==> config.mk <==
export PLATFORM = sky130hd
export DESIGN_NAME = spi_ram_slave_p
export DESIGN_NICKNAME = d
export VERILOG_FILES = /design/src/rtl/spi_ram_slave_p.sv
export SDC_FILE = /design/constraint.sdc
export NUM_CORES = 2
export LEC_CHECK = 0
export BUFFER_PORTS_ARGS = -buffer_cell sky130_fd_sc_hd__clkbuf_2
export CORE_MARGIN = 2
export CORE_UTILIZATION = 55
export DETAILED_ROUTE_END_ITERATION = 10
export GPL_TIMING_DRIVEN = 1
export PLACE_DENSITY_LB_ADDON = 0.2
export SYNTH_ARGS = -nofsm -noshare
export SYNTH_HDL_FRONTEND = slang
export SYNTH_SLANG_ARGS = --single-unit
==> constraint.sdc <==
create_clock -name clk -period 5 [get_ports clk]
set_clock_uncertainty 0.1 [all_clocks]
set_input_delay 1 -clock clk [delete_from_list [all_inputs] [get_ports clk]]
set_output_delay 1 -clock clk [all_outputs]
set_load 0.05 [all_outputs]
==> src/rtl/spi_ram_slave_p.sv <==
// SPI slave (one bit per clk while ss_n low) fronting a single-port RAM with
// write/read address and data commands. Optional address auto-increment: SPI_RAM_AUTOINC_EN.
module spi_ram_slave_p #(
    parameter int ADDR_WIDTH = 8,
    parameter int DATA_WIDTH = 8,
    parameter int MEM_DEPTH  = 256
) (
    input  logic clk,
    input  logic rst_n,
    input  logic ss_n,
    input  logic mosi,
    output logic miso,
    output logic tx_active,
    output logic frame_err
);

    // state     | meaning
    // IDLE      | waiting for ss_n low
    // CHK_CMD   | sampling cmd[1]
    // WRITE     | cmd[0] + payload of a write-address / write-data frame
    // READ_ADD  | read frame with no valid read address
    // READ_DATA | read frame with a valid read address; also drives miso shift-out
    typedef enum logic [2:0] {
        IDLE,
        CHK_CMD,
        WRITE,
        READ_ADD,
        READ_DATA
    } state_t;

    localparam int SW = (ADDR_WIDTH > DATA_WIDTH) ? ADDR_WIDTH : DATA_WIDTH;
    localparam int CW = $clog2(SW + 1);
    localparam int TW = $clog2(DATA_WIDTH + 1);
    localparam int MW = (MEM_DEPTH > 1) ? $clog2(MEM_DEPTH) : 1;
    localparam logic [CW-1:0] ALEN = CW'(ADDR_WIDTH);
    localparam logic [CW-1:0] DLEN = CW'(DATA_WIDTH);
    localparam logic [TW-1:0] TLEN = TW'(DATA_WIDTH);

    state_t                  state_q, state_d;
    logic                    first_q, first_d;
    logic                    done_q, done_d;
    logic                    cmd0_q, cmd0_d;
    logic [CW-1:0]           rem_q, rem_d;
    logic [SW-1:0]           shift_q, shift_d;
    logic [ADDR_WIDTH-1:0]   wr_addr_q, wr_addr_d;
    logic [ADDR_WIDTH-1:0]   rd_addr_q, rd_addr_d;
    logic                    rd_addr_valid_q, rd_addr_valid_d;
    logic                    load_pend_q, load_pend_d;
    logic [DATA_WIDTH-1:0]   tx_shift_q, tx_shift_d;
    logic [TW-1:0]           tx_cnt_q, tx_cnt_d;
    logic                    tx_active_q, tx_active_d;
    logic                    miso_q, miso_d;
    logic                    frame_err_q, frame_err_d;

    logic [DATA_WIDTH-1:0]   mem [MEM_DEPTH];
    logic                    mem_we;
    logic [MW-1:0]           mem_waddr;
    logic [DATA_WIDTH-1:0]   mem_wdata;
    logic                    wr_ok, rd_ok;

    function automatic logic addr_ok(input logic [ADDR_WIDTH-1:0] a);
        return 32'(a) < MEM_DEPTH;
    endfunction

`ifdef SPI_RAM_AUTOINC_EN
    function automatic logic [ADDR_WIDTH-1:0] addr_inc(input logic [ADDR_WIDTH-1:0] a);
        return (32'(a) >= MEM_DEPTH - 1) ? '0 : a + ADDR_WIDTH'(1);
    endfunction
`endif

    assign wr_ok     = addr_ok(wr_addr_q);
    assign rd_ok     = addr_ok(rd_addr_q);
    assign mem_waddr = wr_addr_q[MW-1:0];

    always_comb begin
        state_d         = state_q;
        first_d         = first_q;
        done_d          = done_q;
        cmd0_d          = cmd0_q;
        rem_d           = rem_q;
        shift_d         = {shift_q[SW-2:0], mosi};
        wr_addr_d       = wr_addr_q;
        rd_addr_d       = rd_addr_q;
        rd_addr_valid_d = rd_addr_valid_q;
        load_pend_d     = load_pend_q;
        tx_shift_d      = tx_shift_q;
        tx_cnt_d        = tx_cnt_q;
        tx_active_d     = tx_active_q;
        miso_d          = miso_q;
        frame_err_d     = 1'b0;
        mem_we          = 1'b0;
        mem_wdata       = shift_d[DATA_WIDTH-1:0];

        if (ss_n) begin
            // Deselect discards any partial frame and aborts a shift-out.
            state_d     = IDLE;
            first_d     = 1'b0;
            done_d      = 1'b0;
            load_pend_d = 1'b0;
            tx_cnt_d    = '0;
            tx_active_d = 1'b0;
            miso_d      = 1'b0;
        end else begin
            case (state_q)
                IDLE: state_d = CHK_CMD;
                CHK_CMD: begin
                    first_d = 1'b1;
                    done_d  = 1'b0;
                    if (!mosi)                state_d = WRITE;
                    else if (rd_addr_valid_q) state_d = READ_DATA;
                    else                      state_d = READ_ADD;
                end
                WRITE, READ_ADD, READ_DATA: begin
                    if (first_q) begin
                        first_d = 1'b0;
                        cmd0_d  = mosi;
                        rem_d   = mosi ? DLEN : ALEN;
                    end else if (!done_q) begin
                        rem_d = rem_q - CW'(1);
                        if (rem_q == CW'(1)) begin
                            done_d = 1'b1;
                            if (state_q == WRITE) begin
                                if (!cmd0_q) begin
                                    wr_addr_d = shift_d[ADDR_WIDTH-1:0];
                                end else if (wr_ok) begin
                                    mem_we = 1'b1;
`ifdef SPI_RAM_AUTOINC_EN
                                    wr_addr_d = addr_inc(wr_addr_q);
`endif
                                end else begin
                                    frame_err_d = 1'b1;
                                end
                            end else if (!cmd0_q) begin
                                rd_addr_d       = shift_d[ADDR_WIDTH-1:0];
                                rd_addr_valid_d = 1'b1;
                            end else if (state_q == READ_ADD) begin
                                frame_err_d = 1'b1;
                            end else begin
                                load_pend_d = 1'b1;
                                frame_err_d = !rd_ok;
                            end
                        end
                    end
                end
                default: state_d = IDLE;
            endcase

            // Shift-out pipeline: load one edge after the last dummy bit, then DATA_WIDTH bits.
            if (load_pend_q) begin
                load_pend_d = 1'b0;
                tx_shift_d  = rd_ok ? mem[rd_addr_q[MW-1:0]] : '0;
                tx_cnt_d    = TLEN;
            end else if (tx_cnt_q != '0) begin
                miso_d      = tx_shift_q[DATA_WIDTH-1];
                tx_shift_d  = {tx_shift_q[DATA_WIDTH-2:0], 1'b0};
                tx_cnt_d    = tx_cnt_q - TW'(1);
                tx_active_d = 1'b1;
            end else if (tx_active_q) begin
                miso_d      = 1'b0;
                tx_active_d = 1'b0;
`ifdef SPI_RAM_AUTOINC_EN
                rd_addr_d   = addr_inc(rd_addr_q);
`else
                rd_addr_valid_d = 1'b0;
`endif
            end
        end
    end

    always_ff @(posedge clk or negedge rst_n) begin
        if (!rst_n) begin
            state_q         <= IDLE;
            first_q         <= 1'b0;
            done_q          <= 1'b0;
            cmd0_q          <= 1'b0;
            rem_q           <= '0;
            shift_q         <= '0;
            wr_addr_q       <= '0;
            rd_addr_q       <= '0;
            rd_addr_valid_q <= 1'b0;
            load_pend_q     <= 1'b0;
            tx_shift_q      <= '0;
            tx_cnt_q        <= '0;
            tx_active_q     <= 1'b0;
            miso_q          <= 1'b0;
            frame_err_q     <= 1'b0;
        end else begin
            state_q         <= state_d;
            first_q         <= first_d;
            done_q          <= done_d;
            cmd0_q          <= cmd0_d;
            rem_q           <= rem_d;
            shift_q         <= shift_d;
            wr_addr_q       <= wr_addr_d;
            rd_addr_q       <= rd_addr_d;
            rd_addr_valid_q <= rd_addr_valid_d;
            load_pend_q     <= load_pend_d;
            tx_shift_q      <= tx_shift_d;
            tx_cnt_q        <= tx_cnt_d;
            tx_active_q     <= tx_active_d;
            miso_q          <= miso_d;
            frame_err_q     <= frame_err_d;
        end
    end

    // RAM contents are deliberately left unreset.
    always_ff @(posedge clk) begin
        if (mem_we) mem[mem_waddr] <= mem_wdata;
    end

    assign miso      = miso_q;
    assign tx_active = tx_active_q;
    assign frame_err = frame_err_q;

endmodule

==> summary.txt <==
Synth
  – Cell area after synthesis: 0.0818 sq mm
  – YS warnings: 0
  – Syn nets: 3931
  – Flops & latches, synth: 2098
  – Post-synthesis cell count: 3923
  – Post-synth top area share: 75.2%
  – Largest cells by area after synthesis: edfxtp_1 (75%), mux4_2 (13%), mux2i_1 (2.3%)
  – Syn avg cell area: 20.9 sq um
  – Post-synth top area cell: edfxtp_1
  – Netlist cell types: 69
  – Number of synthesized flops with an enable pin: 2048
  – Ys flop type: edfxtp_1
  – Count leader, synth: edfxtp_1
  – Sequential area share after synthesis: 76.7%
  – Async set-reset flop share out of synthesis: 2.38%
  – Synth cell count leaders: edfxtp_1 (2048), mux4_2 (488), nor2_1 (297), mux2i_1 (186), nand2_1 (115)

Detailed routing
  – Post-route DRC: 0
  – Avg WL per Cell: 33.3 um
  – DRT antenna net count: 0
  – Vias per std cell: 6.51
  – DR pass1 iterations: 7
  – Vias: 41200
  – Iteration-0 DRC Markers: 5562
  – Routed wire length: 211000 um

Power and ir drop
  – Leakage power: 0.0288 uW
  – PwrDens: 499 mW/mm^2
  – Maximum VDD drop: 0.383 mV

Die
  – Die height: 390 um
  – Die Span X: 390 um
  – CORE AREA: 0.148 sq mm
  – Die area: 0.152 sq mm
  – Starting density of the core: 55.4%
  – # rows: 141
  – IO Pins: 7

Layout
  – NumNets Final: 4241
  – Layout area overhead: 13.3%
  – Post-route cell area: 0.0927 sq mm
  – Number of diodes: 0
  – Ratio of cells with drive above 1 in the final layout: 26.5%
  – Filler Cell Count: 9852

Clock tree
  – Root Buffer: clkbuf_16
  – Inserted Clock Buffers: 206
  – PostCTS Resize Cnt: 0
  – CTS H-tree lvls: 4
  – Total clock sinks: 2098
  – Setup Fix Bufs, Post-CTS: 0
  – Hold-fix buffers at CTS: 0
  – CTS tree: done
  – Clock Latency Late Sink: 0.85 ns
  – Clk slew on worst S/H paths: 0.06 ns
  – Clock Tree Buf Depth: 3

Global route
  – Initial antenna violation count: 10
  – GRT Overall Usage: 28.1%
  – Vias in the first global route: 40600
  – Largest net degree at the start of global routing: 174
  – Congestion Overflow GR: 0
  – First-pass GRT wire length: 300000 um

Job
  – Maxcap violations: 0

Worst hold path
  – HP Class: input pin to async pin

Place
  – Port bufs: 6
  – Post-DP Area: 0.0860 sq mm
  – GPL Wtd Cong: 0.930
  – DP Wirelength: 131000 um

Critical path
  – Crit path DAT: 4.85 ns
  – Worst setup SP type: flop
  – Worst setup path class: flop to flop
  – Worst setup EP type: flop
  – CP required: 5.62 ns
  – CP max FO: 50

STA
  – Worst-Margin Slew: 1.31 ns
  – RSZ-0062 raised after global routing: no
  – Slew HR: 12.1%
  – Period minus WS final: 4.22 ns
  – Fin Setup TNS: 0 ns
  – Final setup violation count: 0
  – Final Max Tran Viols: 0
  – Fmax: 0.237 GHz
  – Final hold vios: 0
  – Period utilisation layout: 84.4%

Run status
  – Status: completed
per-layer routing:
metal	GRT usage (%)	vias to the layer above	share of wire, %
met5	0	-	0.042
met4	12.1	14	4.7
met3	8.55	449	11
met2	41.5	2355	46
met1	39.3	21500	38
li1	-	16900	-
power by group:
group          switching (uW)  leakage [uW]  internal (uW)
Sequential                456        0.0190          19400
Clock                    6590       0.00326           8690
Combinational            6590       0.00649           4560
worst max-delay path, stage by stage (launching register included):
cell,delay (ns)
dfrtp_4,1.08
buf_12,0.36
buf_12,0.26
mux4_2,0.34
mux2i_1,0.44
o21ai_0,0.26
a2111oi_2,0.74
o21bai_1,0.17
a22o_1,0.27
cell families after synthesis:
group	count (synthesis)	synth area share, %
buffers and inverters	243	1.48
and+or+nand+nor	580	3.07
adders and majority gates	4	0.0612
xor gates and xnor gates	3	0.0321
DFF	2098	76.7
muxes	700	16.1
AOI/OAI and AO/OA	295	2.53
registers in the layout (all words and copies together), names as in the netlist, 3 cells and up:
| signal | cells |
|---|---|
| rem_q | 4 |
| state_q | 3 |
| shift_q | 7 |
| rd_addr_q | 8 |
| mem_waddr | 8 |
| mem | 2048 |
| tx_shift_q | 8 |
| tx_cnt_q | 4 |
stage by stage:
stage / cells / power, uW / setup WS (ns) / util, % / hold WS [ns]
after floorplan: 3923 / 27100 / 0.885 / - / 0.395
after global placement: 5955 / 31100 / 0.837 / 58.2 / 0.438
after detailed placement: 5955 / 31200 / 0.847 / 58.2 / 0.437
after CTS: 6335 / 46300 / 0.829 / 62.7 / 0.216
after global routing: 6335 / 47500 / 0.614 / 62.7 / 0.244
final: 6335 / 46300 / 0.778 / 62.7 / 0.220
layout by cell type (no fill, tap or decap), types with 37 or more instances in the layout:
| master | count |
|---|---|
| edfxtp_1 | 2048 |
| mux4_2 | 488 |
| nor2_1 | 296 |
| buf_4 | 296 |
| clkbuf_16 | 207 |
| mux2i_1 | 186 |
| nand2_1 | 112 |
| a22oi_1 | 53 |
| nand3_1 | 49 |
| nor3_1 | 47 |
| a21oi_1 | 46 |
| clkbuf_1 | 45 |
| clkinv_1 | 42 |
| clkinv_2 | 42 |
| dfrtp_1 | 38 |
| o22ai_1 | 37 |
| o21ai_0 | 37 |
area by class of cell:
type                       instances  area (sq um)  area share (%)
tap                             1930          2410            2.61
multi-input combinational       1582         17900            19.3
sequential                      2098         62800            67.8
inverter                          15          61.3          0.0662
clock buffer                     257          5420            5.85
timing repair buffer             330          2820            3.05
clock inverter                   123          1270            1.37
worst paths after layout:
check / startpoint / end / slack, ns / cells after the start
max: rd_addr_q[1]$_DFFE_PN0P_ / tx_shift_q[4]$_DFFE_PN0P_ / 0.78 / 8
min: rst_n / state_q[2]$_DFFE_PN0N_ / 0.22 / 2
min in group clk: ss_n / state_q[0]$_DFFE_PN0N_ / 0.42 / 3
max reg2reg: rd_addr_q[1]$_DFFE_PN0P_ / tx_shift_q[4]$_DFFE_PN0P_ / 0.78 / 8
min reg2reg: rd_addr_valid_q$_DFFE_PN0N_ / rd_addr_valid_q$_DFFE_PN0N_ / 0.45 / 1
max in group asynchronous: rst_n / rd_addr_q[0]$_DFFE_PN0P_ / 3.94 / 2
Power figures use the tool's default switching activity.
